--- config.mk ---
export PLATFORM = sky130hd
export DESIGN_NAME = ysyx_23060075_ifu_fq
export DESIGN_NICKNAME = d
export VERILOG_FILES = /design/src/rtl/ysyx_23060075_ifu_fq.sv
export SDC_FILE = /design/constraint.sdc
export NUM_CORES = 1
export LEC_CHECK = 0
export ABC_CLOCK_PERIOD_IN_PS = 3700
export CAP_MARGIN = 20
export CORE_ASPECT_RATIO = 0.9
export CORE_MARGIN = 5
export CORE_UTILIZATION = 40
export CTS_BUF_LIST = sky130_fd_sc_hd__clkbuf_2 sky130_fd_sc_hd__clkbuf_4 sky130_fd_sc_hd__clkbuf_8
export CTS_CLUSTER_SIZE = 12
export DETAILED_ROUTE_END_ITERATION = 8
export GPL_ROUTABILITY_DRIVEN = 1
export GPL_TIMING_DRIVEN = 0
export PLACE_DENSITY = 0.57
export SYNTH_ARGS = -nofsm -noshare
export SYNTH_HDL_FRONTEND = slang
export SYNTH_SLANG_ARGS = --single-unit
--- constraint.sdc ---
create_clock -name clk -period 3.7 [get_ports clk]
set_clock_uncertainty 0.1 [all_clocks]
set_input_delay 0.74 -clock clk [delete_from_list [all_inputs] [get_ports clk]]
set_output_delay 0.74 -clock clk [all_outputs]
set_load 0.02 [all_outputs]
--- src/rtl/ysyx_23060075_ifu_fq.sv ---
// Prefetching instruction fetch unit: credit-limited sequential fetch, in-order queue to IDU, redirect flush.
// Optional misaligned-redirect fault path enabled by defining YSYX_23060075_IFU_MISALIGN_CHK_EN.
module ysyx_23060075_ifu_fq #(
    parameter int              XLEN     = 32,
    parameter int              FQ_DEPTH = 4,
    parameter logic [XLEN-1:0] RESET_PC = 32'h8000_0000
) (
    input  logic            clk,
    input  logic            rst,
    input  logic            fetch_en,
    input  logic            redirect_valid,
    input  logic [XLEN-1:0] redirect_pc,
    output logic            req_valid,
    input  logic            req_ready,
    output logic [XLEN-1:0] req_addr,
    input  logic            resp_valid,
    input  logic [XLEN-1:0] resp_data,
    output logic            out_valid,
    input  logic            out_ready,
    output logic [XLEN-1:0] out_pc,
    output logic [XLEN-1:0] out_inst,
    output logic            out_fault
);

    localparam int CW  = $clog2(FQ_DEPTH + 1);
    localparam int CW1 = CW + 1;
    localparam int PW  = $clog2(FQ_DEPTH);
    localparam logic [XLEN-1:0] ALIGN_MASK = ~XLEN'(3);
    localparam logic [XLEN-1:0] STEP       = XLEN'(4);
    localparam logic [CW:0]     DEPTH_W    = CW1'(FQ_DEPTH);

    typedef enum logic {
        RUN   = 1'b0,
        FAULT = 1'b1
    } state_t;

    state_t          state_reg, state_next;
    logic [XLEN-1:0] fetch_pc_reg, fetch_pc_next;
    logic [XLEN-1:0] resp_pc_reg, resp_pc_next;
    logic [CW-1:0]   inflight_reg, inflight_next;
    logic [CW-1:0]   drop_cnt_reg, drop_cnt_next;
    logic [CW-1:0]   count_reg, count_next;
    logic [PW-1:0]   wr_ptr_reg, wr_ptr_next;
    logic [PW-1:0]   rd_ptr_reg, rd_ptr_next;

    logic [XLEN-1:0] pc_mem   [FQ_DEPTH];
    logic [XLEN-1:0] inst_mem [FQ_DEPTH];

    logic            req_fire, resp_fire, resp_push, push_fault, push, pop;
    logic [XLEN-1:0] push_pc, push_inst, redirect_tgt;
    logic [CW:0]     credit_sum;

    assign credit_sum = {1'b0, inflight_reg} + {1'b0, count_reg};
    assign req_fire   = req_valid & req_ready;
    // A response with nothing in flight is a protocol error and is ignored.
    assign resp_fire  = resp_valid & (inflight_reg != '0);
    assign resp_push  = resp_fire & ~redirect_valid & (drop_cnt_reg == '0);
    assign push       = resp_push | push_fault;
    assign pop        = out_valid & out_ready & ~redirect_valid;
    assign push_pc    = push_fault ? fetch_pc_reg : resp_pc_reg;
    assign push_inst  = push_fault ? '0 : resp_data;

`ifdef YSYX_23060075_IFU_MISALIGN_CHK_EN
    logic misalign;
    logic fault_pend_reg;
    logic fault_mem [FQ_DEPTH];

    assign misalign     = (redirect_pc[1:0] != 2'b00);
    assign redirect_tgt = redirect_pc;
    // The fault marker waits until every older response has drained (and been dropped).
    assign push_fault   = (state_reg == FAULT) & fault_pend_reg & (inflight_reg == '0) & ~redirect_valid;

    always_ff @(posedge clk or posedge rst) begin
        if (rst) begin
            fault_pend_reg <= 1'b0;
        end else if (redirect_valid) begin
            fault_pend_reg <= misalign;
        end else if (push_fault) begin
            fault_pend_reg <= 1'b0;
        end
    end
`else
    assign redirect_tgt = redirect_pc & ALIGN_MASK;
    assign push_fault   = 1'b0;
`endif

    // State register
    always_ff @(posedge clk or posedge rst) begin
        if (rst) begin
            state_reg <= RUN;
        end else begin
            state_reg <= state_next;
        end
    end

    // Next-state logic: only a redirect can change state
    always_comb begin
        state_next = state_reg;
        if (redirect_valid) begin
`ifdef YSYX_23060075_IFU_MISALIGN_CHK_EN
            state_next = misalign ? FAULT : RUN;
`else
            state_next = RUN;
`endif
        end
    end

    // Output logic
    always_comb begin
        req_valid = fetch_en & ~rst & ~redirect_valid & (state_reg == RUN) & (credit_sum < DEPTH_W);
        req_addr  = fetch_pc_reg & ALIGN_MASK;
        out_valid = (count_reg != '0);
        out_pc    = '0;
        out_inst  = '0;
        out_fault = 1'b0;
        if (out_valid) begin
            out_pc   = pc_mem[rd_ptr_reg];
            out_inst = inst_mem[rd_ptr_reg];
`ifdef YSYX_23060075_IFU_MISALIGN_CHK_EN
            out_fault = fault_mem[rd_ptr_reg];
`endif
        end
    end

    // Counters, pointers and fetch/response PCs
    always_comb begin
        inflight_next = inflight_reg + CW'(req_fire) - CW'(resp_fire);
        drop_cnt_next = drop_cnt_reg;
        fetch_pc_next = fetch_pc_reg;
        resp_pc_next  = resp_pc_reg;
        count_next    = count_reg;
        wr_ptr_next   = wr_ptr_reg;
        rd_ptr_next   = rd_ptr_reg;
        if (redirect_valid) begin
            // Everything still outstanding after this cycle belongs to the old stream.
            drop_cnt_next = inflight_next;
            fetch_pc_next = redirect_tgt;
            resp_pc_next  = redirect_tgt;
            count_next    = '0;
            wr_ptr_next   = '0;
            rd_ptr_next   = '0;
        end else begin
            if (resp_fire && (drop_cnt_reg != '0)) drop_cnt_next = drop_cnt_reg - CW'(1);
            if (req_fire)  fetch_pc_next = fetch_pc_reg + STEP;
            if (resp_push) resp_pc_next  = resp_pc_reg + STEP;
            count_next = count_reg + CW'(push) - CW'(pop);
            if (push) wr_ptr_next = wr_ptr_reg + PW'(1);
            if (pop)  rd_ptr_next = rd_ptr_reg + PW'(1);
        end
    end

    always_ff @(posedge clk or posedge rst) begin
        if (rst) begin
            fetch_pc_reg <= RESET_PC;
            resp_pc_reg  <= RESET_PC;
            inflight_reg <= '0;
            drop_cnt_reg <= '0;
            count_reg    <= '0;
            wr_ptr_reg   <= '0;
            rd_ptr_reg   <= '0;
        end else begin
            fetch_pc_reg <= fetch_pc_next;
            resp_pc_reg  <= resp_pc_next;
            inflight_reg <= inflight_next;
            drop_cnt_reg <= drop_cnt_next;
            count_reg    <= count_next;
            wr_ptr_reg   <= wr_ptr_next;
            rd_ptr_reg   <= rd_ptr_next;
        end
    end

    // Queue storage; contents need no reset since count gates visibility
    for (genvar gi = 0; gi < FQ_DEPTH; gi++) begin : g_entry
        always_ff @(posedge clk) begin
            if (push && (wr_ptr_reg == PW'(gi))) begin
                pc_mem[gi]   <= push_pc;
                inst_mem[gi] <= push_inst;
`ifdef YSYX_23060075_IFU_MISALIGN_CHK_EN
                fault_mem[gi] <= push_fault;
`endif
            end
        end
    end

`ifndef SYNTHESIS
    always_ff @(posedge clk) begin
        if (!rst && resp_valid && (inflight_reg == '0)) begin
            $error("ifu_fq: resp_valid with no request in flight");
        end
    end
`endif

endmodule

[Yosys cells after proc, flatten, opt, wreduce, memory -nomap -nowiden]
Memories as Yosys holds them, arrays and structs flattened.
Cells that the tools add are included.
Storage, ports and cells
  bits in registers: 77
  RAM bits: 256
  input port bits: 71
  output and inout bits: 99
  word-level logic and storage cells: 93
  memories: 2
Cells by class
  add/subtract/negate cells: 10
  order comparisons: 1
  eq/ne operators: 3
  muxes and demuxes: 39
  bitwise operators: 11
  reduce and logical (&&, ||, !) cells: 20
Memory list
  inst_mem: words 4, width 32, rd ports 1, clocked after memory_dff 0, wr ports 1, RTL line 47  | logic [XLEN-1:0] inst_mem [FQ_DEPTH];
  pc_mem: words 4, width 32, rd ports 1, clocked after memory_dff 0, wr ports 1, RTL line 46  | logic [XLEN-1:0] pc_mem [FQ_DEPTH];
Operator list (number)
  two-way mux 32 bit: 12
  OR reduction 32 bit: 6
  adder 32 x 3 -> 32 bit (second input constant): 2
  two-way mux 2 bit: 10
  two-way mux 1 bit: 14
  bitwise AND 1 bit: 9
  two-way mux 3 bit: 3
  nonzero test 3 bit: 3
  nonzero test 2 bit: 4
  adder 3 x 1 -> 3 bit: 2
  subtractor 3 x 1 -> 3 bit: 2
  logical AND 1 bit: 5
  adder 2 x 1 -> 2 bit (second input constant): 2
  adder 3 x 3 -> 4 bit: 1
  equality test 2 bit (second input constant): 2
  < comparator 4 x 3 -> 1 bit (second input constant): 1
  zero test 3 bit: 1
  subtractor 3 x 1 -> 3 bit (second input constant): 1
  equality test 2 x 1 -> 1 bit (second input constant): 1
  zero test 2 bit: 1
  NOT 1 bit: 2

[Logic depth before layout (Yosys ltp)]
Gate-level depths: netlist of the first run.
  depth in word-level cells: 11
  mapped depth: 14
  mapped depth without buffers: 12

[Worst setup path after synthesis of the first run]
OpenSTA, ideal clock, no wires.
  path type: input-to-reg
  from: in redirect_valid
  to: mem inst_mem[1][0], enable pin
  library setup time: 426 ps
  arrival: 2744 ps
  required time: 3174 ps
  setup slack: 430 ps
  stages: 3
  path buffers: 1
  path through: buf_6 -> nor3_1 -> and2_1
Between the ends
  longest elaborated chain between the ends: 10
  elaborated cells between the ends (all ways): 24
  classes of those cells: mux (14); bitwise (3); reduce/logical (7)
RTL lines
  start: declaration: RTL line 11  | input logic redirect_valid,
  NOT 1 bit (*): RTL line 57  | assign resp_push = resp_fire & ~redirect_valid & (drop_cnt_reg == '0);
  bitwise AND 1 bit (*) (2 in a row): RTL line 57
  logical AND 1 bit: RTL line 175  | if (push && (wr_ptr_reg == PW'(gi))) begin
  two-way mux 1 bit: RTL line 175
  two-way mux 1 bit (not written as such): RTL line 177  | inst_mem[gi] <= push_inst;
  OR reduction 32 bit (no source line)
  two-way mux 2 bit (no source line) / two-way mux 1 bit (equally long branches) (3 in a row)
  end: declaration: RTL line 47
Every way passes the cells marked *; elsewhere a longest branch is shown, timed or not.

[Worst setup path after layout of the first run]
  from: reg count_reg[1]
  to: out out_pc[4]
Between the ends
  longest elaborated chain between the ends: 2
RTL lines
  start: declaration: RTL line 42  | logic [CW-1:0] count_reg, count_next;
  start signal: assignment: RTL line 166  | count_reg <= count_next;
  nonzero test 3 bit: RTL line 112  | out_valid = (count_reg != '0);
  two-way mux 32 bit: RTL line 116  | if (out_valid) begin
  end: declaration: RTL line 20  | output logic [XLEN-1:0] out_pc,
Every way passes these cells.

==> results.tsv, run 1 <==
stage	metric	value	unit
die	I/O Pins	170	
final_layout	Antenna Cells	0	
drt	WL final	32200	um
place	input/output buffers	161	
place	dpl cell area	16000	um^2
synth	Synth Cell Area	13600	um^2
final_layout	nets@finish	1161	
drt	antenna viol nets, final	0	
clock_tree	H-tree Lvls	2	
setup_path	RR Endpoint	drop_cnt_reg[2]$_DFFE_PP0P_	
sta	WHS	417	ps
synth	largest area contributor in the netlist	edfxtp_1	
final_layout	Reg area	9280	um^2
clock_tree	CTS Buf Count	52	
synth	Post-Syn Instances	851	
final_layout	final core occ	50.7	%
grt	vias in the first global route	8465	
final_layout	Finished Cell Area	17100	um^2
setup_path	CP Data Required Time	2860	ps
pwr	Power Total	10.8	mW
die	Die H	185	um
synth	Ys Warns	0	
sta	fmax	0.282	GHz
grt	grt total ovfl	0	
synth	mean area per synthesized cell	16.0	um^2
place	placed cell count	1483	
clock_tree	number of setup buffers added after CTS	0	
pwr	pwr dens	629	nW/um^2
clock_tree	Worst-path clk slew	60	ps
sta	Relative slew margins	35.2	%
setup_path	Crit. Startpoint	count_reg[1]$_DFF_PP0_	
drt	vias per cell	5.17	
synth	Synth top area share	54.8	%
setup_path	Crit Reg-Reg Startpoint	inflight_reg[2]$_DFF_PP0_	
sta	RSZ-0062 raised after global routing	true	
drt	routed length per placed instance	20.4	um
clock_tree	Worst-Skew Late Latency	590	ps
final_layout	Top reg by flops	inst_mem	
final_layout	Largest register FFs	128	
setup_path	R2R Setup Slk	490	ps
final_layout	fill count	2882	
final_layout	area of the multi-input gates	4060	um^2
grt	GRT Total Usage	17.1	%
sta	sum of negative setup slack	0	ps
grt	antenna violations before repair	0	
clock_tree	clock sink total	321	
drt	DR DRC count	0	
final_layout	Area Growth Syn to Fin	26.0	%
final_layout	share of cells above drive strength 1	19.2	%
drt	via count	8171	
synth	largest cells by area after synthesis	edfxtp_1, dfrtp_1, mux4_2	
place	pre-CTS setup slack	-3.06	ps
setup_path	Setup crit start kind	register	
sta	Tmin final	3550	ps
synth	top_reg_cell synth	edfxtp_1	
synth	synthesized flop and latch total	321	
pwr	peak supply drop	0.292	mV
grt	largest net degree at the start of global routing	51	
place	RePlAce Congestion	0.830	
status	status	finished, final reports clean	
setup_path	CP Class	reg -> out	
place	Final HPWL DP	21600	um
drt	Initial DRT Pass Iterations	4	
sta	fin worst setup slack	152	ps
die	Die X	204	um
drt	DRT iter0 DRCs	439	
die	floorplan row count	64	
final_layout	Post-Layout Cell Count	1579	
die	Core Box Area	33800	um^2
grt	global-route wire length before repair	50100	um
setup_path	Arr. time, crit path	2710	ps
sta	final slew viol count	0	
setup_path	Crit. End Element	output pin	
synth	number of synthesized flops with an enable pin	248	
pwr	P_leak	5.89	nW
clock_tree	CTS tree	built	
job	Max-Cap Viols	0	
setup_path	reg2reg path depth	14	
final_layout	Largest regs	inst_mem: 128 flops, pc_mem: 120 flops	
die	die area	37800	um^2
sta	Least-Margin Pin Slew	965	ps
die	Starting Density	40.3	%
synth	unique cell type count in the Yosys netlist	50	
sta	Setup violations, final	0	
synth	share of synthesized registers carrying an async set or reset	22.7	%
synth	post-synthesis sequential area ratio	68.2	%
sta	Final Hold Viols	0	
sta	final period utilization	95.9	%
clock_tree	Clk Tree Root Cell	clkbuf_8	
worst_hold_path	Worst Hold Class	in -> async	
setup_path	CP max FO	10	
clock_tree	CTS max path bufs	3	
==> worst max path at each step <==
stage / to / slack, ps / depth (start not counted)
after global routing: out_inst[4] / 1 / 5
after floorplan: inst_mem[1][0]$_DFFE_PP_ / 430 / 3
after CTS: out_pc[21] / -60 / 5
after detailed placement: count_reg[2]$_DFF_PP0_ / -3 / 11
after global placement: inst_mem[0][28]$_DFFE_PP_ / -1770 / 4
final: out_pc[4] / 150 / 5
==> final cells by class <==
type	instances	share of cell area [%]
tap	462	3.37
buffer	42	1.50
clock inverter	23	1.18
sequential	321	54.1
clock buffer	74	5.47
inverter	19	0.445
timing repair buffer	166	10.2
multi-input combinational	472	23.7
==> cell families (layout without fill, tap and decap cells) <==
family	Yosys count	after routing	synth area share [%]
other cells	1	5	0.0276
fa+ha+maj	16	16	1.58
buf+inv	62	324	2.12
compound gates	92	92	4.36
flops	321	321	68.2
mux	72	72	11.1
simple gates	251	251	10.3
xor+xnor	36	36	2.32
==> repair_timing <==
action / 4_1_cts / 5_1_grt
hold buffers: 0 / 0
gates resized for setup: 15 / 10
endpoints found under the setup margin: 59 / 58
==> metal layers <==
| layer | track usage (%) | part of all wire (%) |
|---|---|---|
| met2 | 25.6 | 45 |
| met3 | 4.04 | 7.2 |
| met4 | 4.85 | 1.9 |
| met5 | 0 | 0 |
| met1 | 25.4 | 46 |
==> cells in the final DEF (no fill, tap or decap), drive strengths merged, types with 5 or more instances in the layout <==
cell | Yosys | routed
a21oi | 8 | 8
and2 | 70 | 70
and3 | 10 | 10
and4 | 6 | 6
buf | 21 | 26
clkbuf | 22 | 95
clkdlybuf4s50 | 0 | 161
clkinv | 1 | 18
conb | 1 | 5
dfrtp | 71 | 71
edfxtp | 248 | 248
ha | 14 | 14
inv | 18 | 20
mux2 | 6 | 6
mux4 | 62 | 62
nand2 | 58 | 58
nand3 | 32 | 32
nand4 | 23 | 23
nor2 | 26 | 26
nor3 | 6 | 6
nor4 | 7 | 7
o211ai | 18 | 18
o21ai | 40 | 40
o311ai | 12 | 12
xnor2 | 12 | 12
xor2 | 24 | 24
==> critical path: stages, from the launching register on <==
cell             delay, ps
dfrtp_1                430
or3_1                  470
buf_2                  250
clkbuf_2               220
and2_1                 180
clkdlybuf4s50_1        580
==> where the power goes <==
part	internal, mW	total [mW]	switching, mW
registers	4.12	4.33	0.209
logic	1.56	3.16	1.60
clock network	1.86	3.28	1.42
total	7.54	10.8	3.23
==> cell usage after synthesis (10+ instances only) <==
library cell,count
edfxtp_1,248
dfrtp_1,71
and2_1,70
mux4_2,62
nand2_1,57
o21ai_0,40
nand3_1,32
nor2_1,26
xor2_1,24
nand4_1,23
clkbuf_1,21
o211ai_1,18
inv_1,17
ha_1,14
xnor2_1,12
buf_2,11
o311ai_0,11
and3_1,10
Note: power is estimated with default switching activity, not from simulation.
==> run 2, diff against run 1 <==
MAX_ROUTING_LAYER = met4   (was not set)
RECOVER_POWER = 50   (was not set)
==> run 2 against run 1 <==
Net effect:
- the run now ends with max-capacitance violations, max-slew violations left
- critical path depth did not move
- die area did not move
- sequential share of layout area rose by 0.28 points
- first-iteration DRC count fell by 7.5%
- flip-flop and latch count did not move
- combinational power barely moved
- worst setup slack barely moved
- fmax barely moved
- count of clock-buffer cells in the layout did not move
- wire length rose by 0.29%
- power fell by 0.26%
- highest routed layer unchanged
==> results.tsv, run 2 (synthesized netlist as in run 1, its figures left out) <==
stage	metric	value	unit
status	status	complete, but fails checks	
status	failing checks	max-capacitance violations, max-slew violations	
clock_tree	Worst-Skew Late Latency	590	ps
die	Die H	185	um
drt	DR DRC count	0	
pwr	Power Internal	7.52	mW
setup_path	crit-path cells	clkbuf_4 -> buf_4 -> mux4_2 -> and2_1 -> clkdlybuf4s50_1	
place	dpl cell area	16000	um^2
die	floorplan row count	64	
grt	antenna violations before repair	0	
worst_hold_path	WHS Path Cells	2	
clock_tree	CTS tree	built	
final_layout	Area Growth Syn to Fin	25.4	%
die	Die X	204	um
clock_tree	CTS Buf Count	52	
sta	Setup violations, final	0	
place	Final HPWL DP	21600	um
die	Core Box Area	33800	um^2
clock_tree	CTS max path bufs	3	
final_layout	Finished Cell Area	17100	um^2
clock_tree	clock sink total	321	
drt	WL final	32300	um
die	Starting Density	40.3	%
final_layout	Largest register FFs	128	
setup_path	Setup crit start kind	register	
drt	DRT iter0 DRCs	406	
final_layout	commonest non-fill, non-tap cells in the layout	edfxtp_1, clkdlybuf4s50_1, dfrtp_1	
setup_path	Arr. time, crit path	2710	ps
grt	global-route wire length before repair	50000	um
setup_path	CP Class	reg -> out	
pwr	peak supply drop	0.292	mV
setup_path	CP Data Required Time	2860	ps
final_layout	Top reg by flops	inst_mem	
pwr	Reg power frac	40.3	%
final_layout	fill count	2892	
sta	Tmin final	3550	ps
grt	largest net degree at the start of global routing	51	
pwr	clock network power share	30.6	%
setup_path	Crit Reg-Reg Startpoint	inflight_reg[2]$_DFF_PP0_	
drt	via count	8212	
drt	routed length per placed instance	20.4	um
setup_path	Crit-path slowest cell	mux4_2	
worst_hold_path	Min-Delay Endpoint	fetch_pc_reg[31]$_DFFE_PP1P_	
worst_hold_path	worst hold start	fetch_pc_reg[31]$_DFFE_PP1P_	
grt	vias in the first global route	8505	
grt	GRT Total Usage	17.6	%
pwr	pwr dens	630	nW/um^2
setup_path	R2R Setup Slk	420	ps
pwr	P_leak	5.84	nW
final_layout	nets@finish	1161	
clock_tree	number of setup buffers added after CTS	0	
final_layout	Antenna Cells	0	
clock_tree	Clk Tree Root Cell	clkbuf_8	
clock_tree	Worst-path clk slew	60	ps
drt	Initial DRT Pass Iterations	5	
drt	antenna viol nets, final	0	
pwr	Power Total	10.7	mW
place	RePlAce Congestion	0.843	
die	die area	37800	um^2
setup_path	Crit. End Element	output pin	
drt	vias per cell	5.20	
sta	Least-Margin Pin Slew	1730	ps
worst_hold_path	Worst Hold Class	reg -> reg	
job	Max-Cap Viols	1	
setup_path	RR Endpoint	drop_cnt_reg[2]$_DFFE_PP0P_	
pwr	Psw	3.23	mW
final_layout	commonest non-fill, non-tap cell in the layout	edfxtp_1	
die	I/O Pins	170	
final_layout	Largest regs	inst_mem: 128 flops, pc_mem: 120 flops	
sta	RSZ-0062 raised after global routing	true	
pwr	Comb power frac	29.1	%
sta	final slew viol count	11	
sta	final period utilization	95.9	%
grt	grt total ovfl	0	
setup_path	Max stage delay on crit path	540	ps
sta	Relative slew margins	-16.2	%
pwr	Sw Share	30.0	%
sta	fmax	0.282	GHz
clock_tree	H-tree Lvls	2	
setup_path	CP max FO	10	
sta	Final Hold Viols	0	
setup_path	reg2reg path depth	14	
place	input/output buffers	161	
final_layout	share of cells above drive strength 1	18.4	%
[run 2: cell types whose count changed in the layout (fill, tap and decap cells not counted), sizes merged]
cell           before  now
clkinvlp            1    2
clkdlybuf4s50     161  128
dlygate4sd3         0   33
buf                26   21
clkbuf             95  100
inv                20   19
[run 2: layer usage]
metal | up-vias | global-route usage (%) | routed length [um]
li1 | 3745 | - | -
met1 | 4116 | 25.5 | 15200
met2 | 301 | 25.8 | 14300
met3 | 50 | 3.38 | 2110
met4 | 0 | 4.85 | 658
met5 | - | - | 0
[run 2: repair_timing]
action	4_1_cts	5_1_grt
endpoints found under the setup margin	59	58
hold buffers	0	0
resized for setup	15	8
pin swaps	0	0
[run 2: final cells by class]
cell class | instances | area, um^2 | share of cell area [%]
Clock buffer | 74 | 937 | 5.50
Timing Repair Buffer | 166 | 1730 | 10.1
Clock inverter | 23 | 201 | 1.18
Tap cell | 462 | 578 | 3.39
Buffer | 42 | 243 | 1.42
Sequential cell | 321 | 9280 | 54.4
Inverter | 19 | 75.1 | 0.440
Multi-Input combinational cell | 472 | 4010 | 23.5
[run 2: power by group through the flow]
stage                     clock network, mW  logic, mW  registers [mW]
after CTS                              3.38       3.22            4.33
final                                  3.29       3.13            4.33
after floorplan                           0       1.85            4.38
after detailed placement                  0       3.18            4.40
after global routing                   3.54       3.40            4.36
after global placement                    0       3.14            4.40
[run 2: worst max path at each step]
stage	from	endpoint	slack (ps)	cells after the start
2_1_floorplan	redirect_valid	inst_mem[1][0]$_DFFE_PP_	430	3
6_report	rd_ptr_reg[0]$_DFFE_PP0P_	out_inst[16]	150	5
5_1_grt	rd_ptr_reg[0]$_DFFE_PP0P_	out_inst[4]	1	5
3_5_place_dp	redirect_valid	count_reg[2]$_DFF_PP0_	-3	11
4_1_cts	rd_ptr_reg[0]$_DFFE_PP0P_	out_pc[21]	-60	5
3_3_place_gp	resp_valid	inst_mem[0][28]$_DFFE_PP_	-1770	4
[run 2: metrics by stage]
step / setup TNS [ps] / hold slack, ps / std cells / setup slack [ps] / util, %
6_report: 0 / 415 / 1579 / 152 / 50.5
2_1_floorplan: 0 / 405 / 855 / 430 / -
4_1_cts: -621 / 402 / 1579 / -57.0 / 50.7
5_1_grt: 0 / 452 / 1579 / 1.02 / 50.5
3_5_place_dp: -3.06 / 402 / 1483 / -3.06 / 47.2
3_3_place_gp: -470170 / 402 / 1478 / -1770 / 46.8
[run 2: worst max-delay path, delay by kind of cell (launching register included)]
family | cells | cell delay, ps
buffers and inverters | 3 | 1080
multiplexers | 1 | 540
flip-flops | 1 | 320
AND/OR/NAND/NOR | 1 | 170
